File: src/rtl/bus_pkg.sv
// Shared definitions for the peripheral bus fabric: FSM encoding,
// default open-bus value and the captured access descriptor.
package bus_pkg;

  localparam logic [1:0] ST_IDLE = 2'd0;
  localparam logic [1:0] ST_WAIT = 2'd1;
  localparam logic [1:0] ST_DONE = 2'd2;

  localparam logic [7:0] OPEN_BUS_DEF = 8'hFF;

  typedef struct packed {
    logic is_rd;
    logic is_io;
  } acc_t;

  // Index register width; a single-slave fabric still needs one bit.
  function automatic int idx_width(input int n);
    return (n > 1) ? $clog2(n) : 1;
  endfunction

endpackage

File: src/rtl/prio_enc.sv
// Lowest-index priority encoder with any-set and multi-set flags.
module prio_enc #(
  parameter int W     = 8,
  parameter int IDX_W = (W > 1) ? $clog2(W) : 1
) (
  input  logic [W-1:0]     req,
  output logic [IDX_W-1:0] idx,
  output logic             any_set,
  output logic             multi_set
);

  // Scan from the top so the lowest set bit is the last one written.
  always_comb begin
    idx = '0;
    for (int i = W - 1; i >= 0; i--) begin
      if (req[i]) idx = IDX_W'(i);
    end
  end

  assign any_set   = |req;
  // Clearing the lowest set bit leaves something only if two or more were set.
  assign multi_set = |(req & (req - W'(1)));

endmodule

File: src/rtl/periph_bus_fabric.sv
// Peripheral read/write fabric: picks a target slave on a CPU strobe,
// stretches the cycle while the slave is not ready, aborts after a
// bounded wait and returns registered read data with a one-cycle valid.
//
// state   | meaning
// IDLE    | accepting a new strobe
// WAIT    | target not ready, oReady low, wait counter running
// DONE    | one-cycle completion, oRdValid/oTimeout pulses visible
module periph_bus_fabric
  import bus_pkg::*;
#(
  parameter int                NUM_SLAVES = 8,
  parameter int                DATA_W     = 8,
  parameter int                ADDR_W     = 20,
  parameter int                TIMEOUT    = 15,
  parameter logic [DATA_W-1:0] OPEN_BUS   = DATA_W'(OPEN_BUS_DEF)
) (
  input  logic                         iClk,
  input  logic                         iRstN,
  input  logic [ADDR_W-1:0]            iAddr,
  input  logic                         iMemRd,
  input  logic                         iMemWr,
  input  logic                         iIoRd,
  input  logic                         iIoWr,
  input  logic [NUM_SLAVES-1:0]        iSlvSel,
  input  logic [NUM_SLAVES*DATA_W-1:0] iSlvData,
  input  logic [NUM_SLAVES-1:0]        iSlvReady,
  input  logic [DATA_W-1:0]            iDefData,
  output logic [DATA_W-1:0]            oRdData,
  output logic                         oRdValid,
  output logic                         oReady,
  output logic                         oConflict,
  output logic                         oTimeout,
  output logic [7:0]                   oErrCnt
);

  localparam int         IDX_W = idx_width(NUM_SLAVES);
  localparam logic [7:0] TMO   = 8'(TIMEOUT);

  logic [1:0]       state_q;
  logic [7:0]       cnt_q;
  logic [IDX_W-1:0] tgt_q;
  acc_t             acc_q;
  acc_t             acc_d;

  logic [IDX_W-1:0] sel_idx;
  logic             sel_any;
  logic             sel_multi;
  logic [3:0]       stb;
  logic             any_stb;
  logic             multi_stb;
  logic [IDX_W-1:0] cur_idx;
  logic             cur_rdy;
  logic [DATA_W-1:0] cur_data;

  // The address is decoded upstream into iSlvSel; kept on the port for tracing.
  logic unused_addr;
  assign unused_addr = ^iAddr;

  prio_enc #(.W(NUM_SLAVES), .IDX_W(IDX_W)) u_prio_enc (
    .req      (iSlvSel),
    .idx      (sel_idx),
    .any_set  (sel_any),
    .multi_set(sel_multi)
  );

  // Strobe decode with priority IoRd > MemRd > IoWr > MemWr.
  always_comb begin
    stb       = {iIoRd, iMemRd, iIoWr, iMemWr};
    any_stb   = |stb;
    multi_stb = |(stb & (stb - 4'd1));
    acc_d     = '{is_rd: 1'b0, is_io: 1'b0};
    if (iIoRd)       acc_d = '{is_rd: 1'b1, is_io: 1'b1};
    else if (iMemRd) acc_d = '{is_rd: 1'b1, is_io: 1'b0};
    else if (iIoWr)  acc_d = '{is_rd: 1'b0, is_io: 1'b1};
  end

  // Live target: fresh select in IDLE, latched target afterwards.
  always_comb begin
    cur_idx  = (state_q == ST_IDLE) ? sel_idx : tgt_q;
    cur_rdy  = iSlvReady[cur_idx];
    cur_data = iSlvData[cur_idx*DATA_W +: DATA_W];
  end

  assign oReady = (state_q != ST_WAIT);

  // Transaction FSM, wait counter, registered read data and status pulses.
  always_ff @(posedge iClk or negedge iRstN) begin
    if (!iRstN) begin
      state_q   <= ST_IDLE;
      cnt_q     <= 8'd0;
      tgt_q     <= '0;
      acc_q     <= '{is_rd: 1'b0, is_io: 1'b0};
      oRdData   <= '0;
      oRdValid  <= 1'b0;
      oConflict <= 1'b0;
      oTimeout  <= 1'b0;
      oErrCnt   <= 8'd0;
    end else begin
      oRdValid  <= 1'b0;
      oConflict <= 1'b0;
      oTimeout  <= 1'b0;
      case (state_q)
        ST_IDLE: begin
          if (any_stb) begin
            acc_q     <= acc_d;
            tgt_q     <= sel_idx;
            cnt_q     <= 8'd0;
            oConflict <= sel_multi | multi_stb;
            if (!sel_any) begin
              // Unclaimed: memory falls to default SRAM, I/O reads float.
              state_q <= ST_DONE;
              if (acc_d.is_rd) begin
                oRdValid <= 1'b1;
                oRdData  <= acc_d.is_io ? OPEN_BUS : iDefData;
              end
            end else if (cur_rdy) begin
              state_q <= ST_DONE;
              if (acc_d.is_rd) begin
                oRdValid <= 1'b1;
                oRdData  <= cur_data;
              end
            end else begin
              state_q <= ST_WAIT;
            end
          end
        end
        ST_WAIT: begin
          cnt_q <= cnt_q + 8'd1;
          if (cur_rdy) begin
            state_q <= ST_DONE;
            if (acc_q.is_rd) begin
              oRdValid <= 1'b1;
              oRdData  <= cur_data;
            end
          end else if (cnt_q + 8'd1 == TMO) begin
            state_q  <= ST_DONE;
            oTimeout <= 1'b1;
            if (oErrCnt != 8'hFF) oErrCnt <= oErrCnt + 8'd1;
            if (acc_q.is_rd) begin
              oRdValid <= 1'b1;
              oRdData  <= OPEN_BUS;
            end
          end
        end
        default: state_q <= ST_IDLE;
      endcase
    end
  end

endmodule

File: config.mk
export PLATFORM = sky130hd
export DESIGN_NAME = periph_bus_fabric
export DESIGN_NICKNAME = d
export VERILOG_FILES = /design/src/rtl/bus_pkg.sv /design/src/rtl/prio_enc.sv /design/src/rtl/periph_bus_fabric.sv
export SDC_FILE = /design/constraint.sdc
export NUM_CORES = 1
export LEC_CHECK = 0
export CAP_MARGIN = 20
export CELL_PAD_IN_SITES_DETAIL_PLACEMENT = 1
export CELL_PAD_IN_SITES_GLOBAL_PLACEMENT = 2
export CORE_UTILIZATION = 35
export DETAILED_ROUTE_END_ITERATION = 6
export DONT_BUFFER_PORTS = 1
export GPL_TIMING_DRIVEN = 0
export PLACE_DENSITY_LB_ADDON = 0.1
export SLEW_MARGIN = 5
export SYNTH_ARGS = -nofsm -noshare
export SYNTH_HDL_FRONTEND = slang
export SYNTH_SLANG_ARGS = --single-unit
File: constraint.sdc
create_clock -name iClk -period 4.95 [get_ports iClk]
set_input_delay 1.485 -clock iClk [delete_from_list [all_inputs] [get_ports iClk]]
set_output_delay 1.485 -clock iClk [all_outputs]
set_load 0.1 [all_outputs]
* Word level (Yosys, flattened, before mapping)
Index checks and enable logic that the tools add are counted.
** Storage, ports and cells
- Logic and storage cells :: 87
- Input bits :: 114
- Output and inout port bits :: 20
- Register bits :: 33
** Cells by class
- $add $sub $neg :: 4
- $lt $le $gt $ge :: 1
- Muxes and demuxes :: 46
- Equality and inequality tests :: 11
- Bitwise logic cells :: 4
- Shift-type cells :: 1
- Reduce and logical (&&, ||, !) cells :: 11
** Operator list (number)
- $mux W8 :: 11
- $shiftx A64 B7 Y8 :: 1
- $pmux W8 S2 :: 2
- $mux W3 :: 9
- $ne A3 B3 Y1 const B :: 6
- $add A8 B1 Y8 const B :: 2
- $reduce_or A8 Y1 :: 2
- $mux W1 :: 14
- $mux W2 :: 7
- $and A8 B8 Y8 :: 1
- $eq A8 B4 Y1 const B :: 1
- $ne A8 B8 Y1 const B :: 1
- $reduce_and A8 Y1 :: 1
- $reduce_or A4 Y1 :: 2
- $sub A8 B1 Y8 const B :: 1
- $reduce_and A2 Y1 :: 3
- $and A4 B4 Y4 :: 1
- $lt A3 B4 Y1 const B :: 1
- $pmux W2 S2 :: 1
- $reduce_and A4 Y1 :: 1
- $sub A4 B1 Y4 const B :: 1
- $bmux W1 S3 :: 1
- $eq A2 B1 Y1 const B :: 1
- $logic_not A2 Y1 :: 1
- other kinds (6) :: 6

* Depth between registers and ports, before layout
Gate-level depths: netlist (run 1).
- Word-level depth :: 15
- Gate-level depth with buffers :: 11
- Depth with buffers taken out :: 7

* Modules after synthesis
A second synthesis (run 1) with hierarchy kept.
** Second synthesis, totals
- Cell total of the unflattened synthesis :: 299
- Area total of the unflattened synthesis :: 2676.3 µm²
** By module, submodules not included
- periph_bus_fabric :: cells an instance 277, area each 2528.7 µm², instances 1, sequential area each 825.8 µm²
- prio_enc :: cells an instance 22, area each 147.6 µm², instances 1, sequential area each 0.0 µm²

* Least setup slack after synthesis (run 1)
Ideal clock, no wire load.
- Path kind :: reg-to-output
- From :: register state_q[0]
- To :: output oReady
- Slack :: 1570 ps
- Arrival :: 1895 ps
- Required time :: 3465 ps
- Buffers on the path :: 3
- Cell stages (with the launch flop) :: 6
- Cells stage by stage :: dfrtp_1 > buf_2 > nor2b_1 > clkbuf_1 > inv_1 > clkbuf_1
** On the way
- Longest elaborated chain between the ends :: 1
** Ends and longest elaborated chain
- start, declared :: line periph_bus_fabric.sv:40 : logic [1:0] state_q;
- start signal, assigned :: line periph_bus_fabric.sv:90 : state_q <= ST_IDLE;
- start signal, assigned :: line periph_bus_fabric.sv:112 : state_q <= ST_DONE;
- start signal, assigned :: line periph_bus_fabric.sv:118 : state_q <= ST_DONE;
- $ne A2 B1 Y1 :: line periph_bus_fabric.sv:85 : assign oReady = (state_q != ST_WAIT);
- end, declared :: line periph_bus_fabric.sv:31 : output logic oReady,
No other way between the ends.

* Worst setup path in the final report (run 1)
Same ends and word-level chain as after synthesis.

==> results by group, run 1 <==
Outcome
  – Status: finished, final reports clean

Worst setup path
  – Crit path max fanout: 10
  – Critical path arrival: 1.95 ns
  – Reg-to-Reg Start: state_q[0]
  – Flop-to-flop setup slack: 2.05 ns
  – Worst R2R End: oRdData[1]
  – Crit path capture type: output pin
  – Worst-case reg-to-reg path depth: 9
  – Critical path class: reg2out
  – Required time worst endpoint: 3.46 ns
  – Crit start category: flip-flop

Clocking
  – # clock sinks: 33
  – Clock transition at path regs: 0.08 ns
  – TritonCTS Buffers: 5
  – Max clock buf depth: 2
  – H-Tree Depth: 2
  – Post-cts gate resize count: 0
  – Post-CTS setup buffer count: 0
  – Hold buffer count at cts: 0
  – TritonCTS clock tree: done
  – Clock root cell: clkbuf_8
  – Clk_lat worst skew: 0.29 ns

Floorplanning
  – Total core area: 0.00773 mm2
  – Die X: 91.3 um
  – Row count: 32
  – DIE HEIGHT: 91.3 um
  – IO Count: 134
  – Die area: 0.00834 mm2
  – Starting Density: 36.1%

STA
  – Max Clock Freq: 0.291 GHz
  – Worst Skew: 0.00584 ns
  – RSZ-0062 raised after global routing: no
  – Relative slew slack: 31.9%
  – Setup TNS: 0 ns
  – Final worst path period need: 3.44 ns
  – Fin. max-slew vios: 0
  – Measured slew at the worst slew-check pin: 1.02 ns
  – Setup Viol. Count Final: 0
  – Period utilization: 69.5%
  – Hold Vio Cnt, Final: 0

Logic synthesis
  – FF+latch count, synth: 33
  – Mapped Area: 0.00279 mm2
  – Syn_area_per_cell: 8.70 um2
  – Share of flip-flops with an asynchronous set or reset: 100%
  – Main synth FF type: dfrtp_1
  – Number of flops mapped to enable cells by yosys: 0
  – Register area share after synthesis: 29.6%
  – Net count after synthesis: 438
  – Distinct cells, synth: 63
  – Synthesis warning total: 0
  – Syn Inst Count: 321

Global route
  – GR Overflow Total: 0
  – First-pass GRT wire length: 13400 um
  – Vias in the first global route: 2627
  – Initial antenna violation count: 0
  – Pin count of the biggest net entering global routing: 34
  – Gr usage total: 20.1%

Finish
  – Nets: 445
  – Antenna diode count: 0
  – Fillcell total: 936
  – Most common cell after layout, fill and taps aside: dfrtp_1
  – Multi-input logic area: 0.00175 mm2
  – Register area: 826 um2
  – Most frequent cells in the layout: dfrtp_1 (33), a211oi_1 (32), inv_1 (31)
  – Share of layout cells above drive strength 1: 12.5%
  – Area growth syn-to-layout: 9.41%
  – Fin area: 0.00305 mm2

Detailed routing
  – Drt total wl: 8050 um
  – Detailed Routing Iterations Pass 1: 5
  – DR DRC count: 0
  – Initial DRC count: 59
  – Routed Antenna Nets: 0
  – Vias: 2502
  – Routed WL per cell: 18.7 um
  – Drt via density: 5.81

Worst hold path
  – Worst Hold End: tgt_q[1]
  – Hold Path Class: reg2reg
  – Hold path depth: 2
  – Hold_sp: tgt_q[1]

Power
  – PD cells: 611 mW/mm2
  – LEAKAGE: 1.24 nW
  – Peak supply drop: 0.229 mV

Placement
  – Area post-placement: 0.00292 mm2
  – GPL Wtd Cong: 0.817
  – I/O Buffers: 0
  – Dpl hpwl: 6360 um

Job
  – Maximum capacitance violations: 0
cell usage after synthesis, drive strengths merged (4+ instances only):
master / instances / area share (%)
a211oi: 34 / 9.8
dfrtp: 33 / 30
o21ai: 33 / 6.3
inv: 32 / 4.3
mux2i: 24 / 8.6
nand2: 24 / 3.2
nor2: 18 / 2.8
buf: 13 / 3.0
xor2: 9 / 2.8
a32oi: 8 / 2.5
o221ai: 8 / 2.5
nand3: 7 / 1.3
nor3: 7 / 2.0
a21oi: 5 / 0.90
a31oi: 5 / 1.1
a21o: 4 / 1.1
clkbuf: 4 / 0.54
nand4: 4 / 0.90
critical path, cell delays in order, from the launching register on:
cell and delay (ns):
dfrtp_1 0.37, buf_2 0.22, nor2b_1 0.15, clkbuf_1 0.33, inv_1 0.10, clkbuf_2 0.48
layout make-up:
| type | count | share of cell area [%] |
|---|---|---|
| clock inverters | 3 | 2.13 |
| plain buffers | 17 | 3.32 |
| multi-input cells | 239 | 57.1 |
| well taps | 102 | 4.18 |
| inverters | 32 | 3.93 |
| clock buffers | 5 | 2.25 |
| flip-flops and latches | 33 | 27.0 |
state kept, by name, summed over array words and instances (netlist names):
name and cells:
acc_q 1, oRdValid 1, oRdData 8, cnt_q 8
oConflict 1, oErrCnt 8, tgt_q 3, oTimeout 1
state_q 2
per-layer routing:
metal	share of wire, %	up-vias	track usage [%]
met2	48	67	33.2
met3	5.0	4	4.36
met4	1.1	0	5.16
met1	46	1213	26.7
li1	-	1218	-
met5	0	-	0
cell families (layout without fill, tap and decap cells):
| logic type | after synthesis | in the layout | synth area share (%) |
|---|---|---|---|
| flops | 33 | 33 | 29.6 |
| fa+ha+maj | 4 | 4 | 1.70 |
| buf+inv | 49 | 57 | 7.89 |
| compound gates | 117 | 117 | 31.9 |
| simple gates | 83 | 83 | 16.7 |
| xor+xnor | 9 | 9 | 2.82 |
| mux | 26 | 26 | 9.41 |
where the power goes:
part / total, W / internal [W] / switching, W
clock network: 0.000306 / 0.000200 / 0.000106
logic: 0.000862 / 0.000338 / 0.000525
registers: 0.000696 / 0.000334 / 0.000362
how the worst max path moves through the flow:
stage	from	end	slack [ns]	cells after the start
final	state_q[0]	oReady	1.51	5
after global routing	iSlvSel[3]	oRdData[4]	1.33	7
after floorplan	state_q[0]	oReady	1.57	5
after CTS	state_q[0]	oReady	1.49	5
after detailed placement	iSlvSel[3]	oRdData[6]	1.28	7
after global placement	state_q[0]	oReady	1.27	5
through the flow:
stage	total power, W	hold slack (ns)	instances	utilization, %	setup WS, ns
floorplan	0.00137	0.448	321	-	1.57
global placement	0.00155	0.472	423	37.8	1.27
detailed placement	0.00157	0.478	423	37.8	1.28
CTS	0.00188	0.499	431	39.5	1.49
global route	0.00200	0.529	431	39.5	1.33
finish	0.00187	0.496	431	39.5	1.51
No activity file was read; power rests on OpenSTA's default activity.
==> run 2: changes to the inputs <==
--- a/config.mk
+++ b/config.mk
@@ -5,10 +5,11 @@
 export SDC_FILE = /design/constraint.sdc
 export NUM_CORES = 1
 export LEC_CHECK = 0
+export ABC_AREA = 1
 export CAP_MARGIN = 20
 export CELL_PAD_IN_SITES_DETAIL_PLACEMENT = 1
 export CELL_PAD_IN_SITES_GLOBAL_PLACEMENT = 2
-export CORE_UTILIZATION = 35
+export CORE_UTILIZATION = 29
 export DETAILED_ROUTE_END_ITERATION = 6
 export DONT_BUFFER_PORTS = 1
 export GPL_TIMING_DRIVEN = 0
==> constraint.sdc (replaced) <==
create_clock -name iClk -period 3.1 [get_ports iClk]
set_input_delay 0.93 -clock iClk [delete_from_list [all_inputs] [get_ports iClk]]
set_output_delay 0.93 -clock iClk [all_outputs]
set_load 0.1 [all_outputs]
==> results by group, run 2 <==
Power
  – Seq pwr share: 39.2%
  – P_int: 0.00111 W
  – Clock Power Share: 11.7%
  – Sw Share: 58.5%
  – LEAKAGE: 1.48 nW
  – Combinational fraction of design power: 49.0%
  – Peak supply drop: 0.388 mV
  – PD cells: 890 mW/mm2
  – Switching Power: 0.00157 W

Worst setup path
  – Required time worst endpoint: 2.17 ns
  – Critical path class: reg2out
  – Critical path arrival: 1.92 ns
  – Worst-case reg-to-reg path depth: 7
  – Setup crit start: state_q[1]
  – Crit path to: oReady
  – Crit path capture type: output pin
  – Worst R2R End: oErrCnt[6]
  – Reg-to-Reg Start: state_q[1]
  – Crit start category: flip-flop
  – Crit path max fanout: 10
  – Flop-to-flop setup slack: 0.52 ns

Logic synthesis
  – Synth top area cells: dfrtp_1 (30%), nand2_1 (21%), nand3_1 (14%)
  – Cell taking the most area after synthesis: dfrtp_1
  – Number of flops mapped to enable cells by yosys: 0
  – Syn Inst Count: 430
  – Register area share after synthesis: 29.8%
  – Synthesis warning total: 0
  – Distinct cells, synth: 36
  – FF+latch count, synth: 33
  – Mapped Area: 0.00277 mm2
  – Share of the synthesized area in the top cell type: 29.8%
  – Net count after synthesis: 547
  – Most numerous cell in the Yosys netlist: nand2_1
  – Syn_area_per_cell: 6.44 um2
  – Main synth FF type: dfrtp_1
  – Share of flip-flops with an asynchronous set or reset: 100%
  – Commonest cells in the netlist: nand2_1 (153), nand3_1 (79), inv_1 (45)

Clocking
  – # clock sinks: 33
  – Post-CTS setup buffer count: 0
  – TritonCTS Buffers: 5
  – Hold buffer count at cts: 0
  – Max clock buf depth: 2
  – TritonCTS clock tree: done
  – Clock root cell: clkbuf_8
  – H-Tree Depth: 2
  – Post-cts gate resize count: 0
  – Clock transition at path regs: 0.08 ns
  – Clk_lat worst skew: 0.28 ns

STA
  – Fin. max-slew vios: 0
  – Setup TNS: 0 ns
  – Hold Vio Cnt, Final: 0
  – Final WS setup: 0.246 ns
  – Setup Viol. Count Final: 0
  – RSZ-0062 raised after global routing: no
  – Final worst path period need: 2.85 ns
  – Relative slew slack: 31.0%
  – Worst Skew: 0.00846 ns
  – Measured slew at the worst slew-check pin: 1.03 ns
  – Max Clock Freq: 0.350 GHz
  – Period utilization: 92.1%

Finish
  – Post-Layout Cell Count: 568
  – Nets: 554
  – Fillcell total: 1217
  – Fin util: 32.7%
  – Most frequent cells in the layout: nand2_1 (153), nand3_1 (79), inv_1 (45)
  – Most common cell after layout, fill and taps aside: nand2_1
  – Share of layout cells above drive strength 1: 11.4%
  – Multi-input logic area: 0.00167 mm2
  – Area growth syn-to-layout: 9.18%
  – Top flop regs: cnt_q (8), oErrCnt (8), oRdData (8)
  – Register area: 826 um2

Floorplanning
  – IO Count: 134
  – Row count: 35
  – DIE HEIGHT: 99.7 um
  – Die area: 0.00994 mm2
  – Die X: 99.7 um
  – Total core area: 0.00924 mm2
  – Starting Density: 30.0%

Detailed routing
  – Detailed Routing Iterations Pass 1: 4
  – Initial DRC count: 77
  – Drt via density: 4.93
  – Routed WL per cell: 15.0 um
  – Vias: 2803
  – Drt total wl: 8500 um
  – Routed Antenna Nets: 0
  – DR DRC count: 0

Global route
  – GR Overflow Total: 0
  – Vias in the first global route: 2990
  – Gr usage total: 18.1%
  – Initial antenna violation count: 1
  – Pin count of the biggest net entering global routing: 34
  – First-pass GRT wire length: 14300 um

Placement
  – Dpl hpwl: 7110 um
  – Place WS: 0.254 ns
  – Placed cell count: 559
  – I/O Buffers: 0
  – GPL Wtd Cong: 0.754

Outcome
  – Status: finished, final reports clean

Worst hold path
  – Hold Path Class: in2async

Job
  – Maximum capacitance violations: 0
## run 2: critical path: stages (launching register included)
cell	delay, ns
dfrtp_1	0.42
nor2_1	0.49
clkinvlp_4	0.73
## run 2: kinds of logic after synthesis
| kind of cell | Yosys count | share of synthesized area, % |
|---|---|---|
| xor gates and xnor gates | 12 | 3.80 |
| and+or+nand+nor | 270 | 44.1 |
| DFF | 33 | 29.8 |
| adders and majority gates | 3 | 1.36 |
| buffers and inverters | 65 | 9.95 |
| AOI/OAI and AO/OA | 47 | 11.0 |
## run 2: metal layers
layer | vias to the layer above | global-route usage [%] | share of wire, %
met4 | 0 | 1.81 | 0.57
met5 | - | 0 | 0
met1 | 1336 | 22.9 | 46
met3 | 4 | 4.08 | 4.3
li1 | 1403 | - | -
met2 | 60 | 32.1 | 49
## run 2: worst min path at each step
stage,to,startpoint,cells past startpoint,slack (ns)
final,oErrCnt[5],iRstN,0,0.34
after global routing,oErrCnt[5],iRstN,0,0.32
after CTS,oErrCnt[5],iRstN,0,0.33
after detailed placement,tgt_q[0],tgt_q[0],2,0.48
after global placement,tgt_q[1],tgt_q[1],2,0.48
after floorplan,tgt_q[0],tgt_q[0],2,0.45
## run 2: metrics by stage
step	power (W)	hold WS [ns]	area (um2)
2_1_floorplan	0.00207	0.449	2770
3_3_place_gp	0.00239	0.475	2930
3_5_place_dp	0.00241	0.481	2930
4_1_cts	0.00274	0.329	3020
5_1_grt	0.00295	0.317	3020
6_report	0.00269	0.335	3020
## run 2: cell type report
cell class / count / area share, %
clock buffers: 5 / 2.28
diodes: 1 / 0.0828
clock inverters: 3 / 0.580
flip-flops and latches: 33 / 27.3
well taps: 129 / 5.34
inverters: 50 / 6.34
plain buffers: 15 / 2.90
multi-input cells: 332 / 55.2
## run 2: power groups by stage
stage          clock network (W)  logic (W)  registers [W]
2_1_floorplan                  0    0.00103        0.00104
3_3_place_gp                   0    0.00133        0.00106
3_5_place_dp                   0    0.00135        0.00107
4_1_cts                 0.000326    0.00135        0.00106
5_1_grt                 0.000342    0.00154        0.00107
6_report                0.000316    0.00132        0.00105
==> run 3: changes to the inputs <==
--- a/config.mk
+++ b/config.mk
@@ -9,10 +9,12 @@
 export CAP_MARGIN = 20
 export CELL_PAD_IN_SITES_DETAIL_PLACEMENT = 1
 export CELL_PAD_IN_SITES_GLOBAL_PLACEMENT = 2
-export CORE_UTILIZATION = 29
+export CORE_MARGIN = 3
+export CORE_UTILIZATION = 32
 export DETAILED_ROUTE_END_ITERATION = 6
 export DONT_BUFFER_PORTS = 1
 export GPL_TIMING_DRIVEN = 0
+export HOLD_SLACK_MARGIN = 0.03
 export PLACE_DENSITY_LB_ADDON = 0.1
 export SLEW_MARGIN = 5
 export SYNTH_ARGS = -nofsm -noshare
==> constraint.sdc (replaced) <==
create_clock -name iClk -period 2.95 [get_ports iClk]
set_input_delay 0.885 -clock iClk [delete_from_list [all_inputs] [get_ports iClk]]
set_output_delay 0.885 -clock iClk [all_outputs]
set_load 0.1 [all_outputs]
==> results by group, run 3 (synthesis gave the netlist of run 2 again) <==
Detailed routing
  – Drt total wl: 8590 um
  – Met2 wire length: 4120 um
  – Initial DRC count: 51
  – Met3 WL: 495 um
  – Routed WL per cell: 15.8 um
  – DR DRC count: 0
  – Drt via density: 5.06
  – Uppermost layer routed: met4
  – M1 WL: 3930 um
  – Routed Antenna Nets: 0
  – Vias: 2748
  – Detailed Routing Iterations Pass 1: 4

Clocking
  – Clock transition at path regs: 0.08 ns
  – TritonCTS Buffers: 5
  – Clk_lat worst skew: 0.29 ns
  – Hold buffer count at cts: 0
  – H-Tree Depth: 2
  – # clock sinks: 33
  – Post-CTS setup buffer count: 0
  – Clock root cell: clkbuf_8
  – Post-cts gate resize count: 1
  – Max clock buf depth: 2
  – TritonCTS clock tree: done

Finish
  – Area growth syn-to-layout: 7.91%
  – Nets: 554
  – Top flop regs: cnt_q (8), oErrCnt (8), oRdData (8)
  – Most common cell after layout, fill and taps aside: nand2_1
  – Share of layout cells above drive strength 1: 11.4%
  – Fin util: 36.0%
  – Most frequent cells in the layout: nand2_1 (153), nand3_1 (79), inv_1 (45)
  – Post-Layout Cell Count: 543
  – Antenna diode count: 0

STA
  – Relative slew slack: 32.2%
  – Period utilization: 91.3%
  – Setup TNS: 0 ns
  – Max Clock Freq: 0.371 GHz
  – Setup Viol. Count Final: 0
  – Fin. max-slew vios: 0
  – Final worst path period need: 2.69 ns
  – RSZ-0062 raised after global routing: no
  – Measured slew at the worst slew-check pin: 1.02 ns
  – Hold Vio Cnt, Final: 0
  – Worst Skew: 0.00867 ns

Placement
  – Placed cell count: 535
  – GPL Wtd Cong: 0.774
  – I/O Buffers: 0
  – Dpl hpwl: 7120 um

Worst setup path
  – Worst R2R End: oErrCnt[0]
  – Crit start category: flip-flop
  – Worst-case reg-to-reg path depth: 8
  – Flop-to-flop setup slack: 0.42 ns
  – Reg-to-Reg Start: oErrCnt[0]
  – Critical path arrival: 1.81 ns
  – Required time worst endpoint: 2.07 ns
  – Critical path class: reg2out
  – Crit path max fanout: 10
  – Crit path capture type: output pin

Floorplanning
  – IO Count: 134
  – DIE HEIGHT: 99 um
  – Row count: 33
  – Die X: 99 um
  – Die area: 0.00980 mm2
  – Total core area: 0.00830 mm2
  – Starting Density: 33.3%

Job
  – Maximum capacitance violations: 0

Global route
  – Vias in the first global route: 2995
  – GR Overflow Total: 0
  – Gr usage total: 18.1%
  – Pin count of the biggest net entering global routing: 34
  – First-pass GRT wire length: 14500 um
  – Initial antenna violation count: 0

Worst hold path
  – Hold Path Class: in2async

Power
  – PD cells: 944 mW/mm2
  – Peak supply drop: 0.478 mV
  – LEAKAGE: 1.48 nW

Outcome
  – Status: finished, final reports clean
==> run 3: cell types whose count changed in the layout (fill, tap and decap cells not counted), sizes merged <==
cell / before / now
diode: 1 / 0
clkinvlp: 2 / 1
clkinv: 2 / 3
==> run 3: stage by stage <==
stage / worst slack [ns] / instance area, um2 / hold slack [ns] / power, W
final: 0.256 / 2990 / 0.282 / 0.00282
after global routing: 0.160 / 2990 / 0.263 / 0.00312
after CTS: 0.249 / 2990 / 0.274 / 0.00287
after detailed placement: 0.0485 / 2900 / 0.481 / 0.00252
after global placement: 0.107 / 2900 / 0.475 / 0.00250
after floorplan: 0.385 / 2770 / 0.449 / 0.00218
==> run 3: report_power, final <==
part | internal (W) | switching, W | leakage, nW
clock network | 0.000163 | 0.000176 | 0.0439
registers | 0.000556 | 0.000552 | 0.438
logic | 0.000451 | 0.000922 | 0.996
==> run 3: cell type report <==
class | count | area, um2
sequential | 33 | 826
clock inverter | 3 | 17.5
inverter | 50 | 189
multi-input combinational | 332 | 1670
buffer | 15 | 87.6
clock buffer | 5 | 68.8
tap | 105 | 131
fill | 1091 | 5310
==> run 3: worst max path at each step <==
stage	to	cells after the start	slack [ns]	start
2_1_floorplan	oErrCnt[6]	7	0.38	state_q[1]
3_3_place_gp	oErrCnt[1]	7	0.11	state_q[1]
3_5_place_dp	oErrCnt[5]	7	0.05	state_q[1]
4_1_cts	oReady	2	0.25	state_q[1]
5_1_grt	oReady	2	0.16	state_q[1]
6_report	oReady	2	0.26	state_q[1]
==> run 3: routing by layer <==
metal,track usage [%],up-vias
met5,0,-
met4,2.31,0
met3,4.46,6
met2,31.1,68
met1,23.7,1274
li1,-,1400
==> run 3: worst max-delay path: stages, from the launching register on <==
cell      delay (ns)
dfrtp_1         0.42
nor2_1          0.49
clkinv_2        0.60
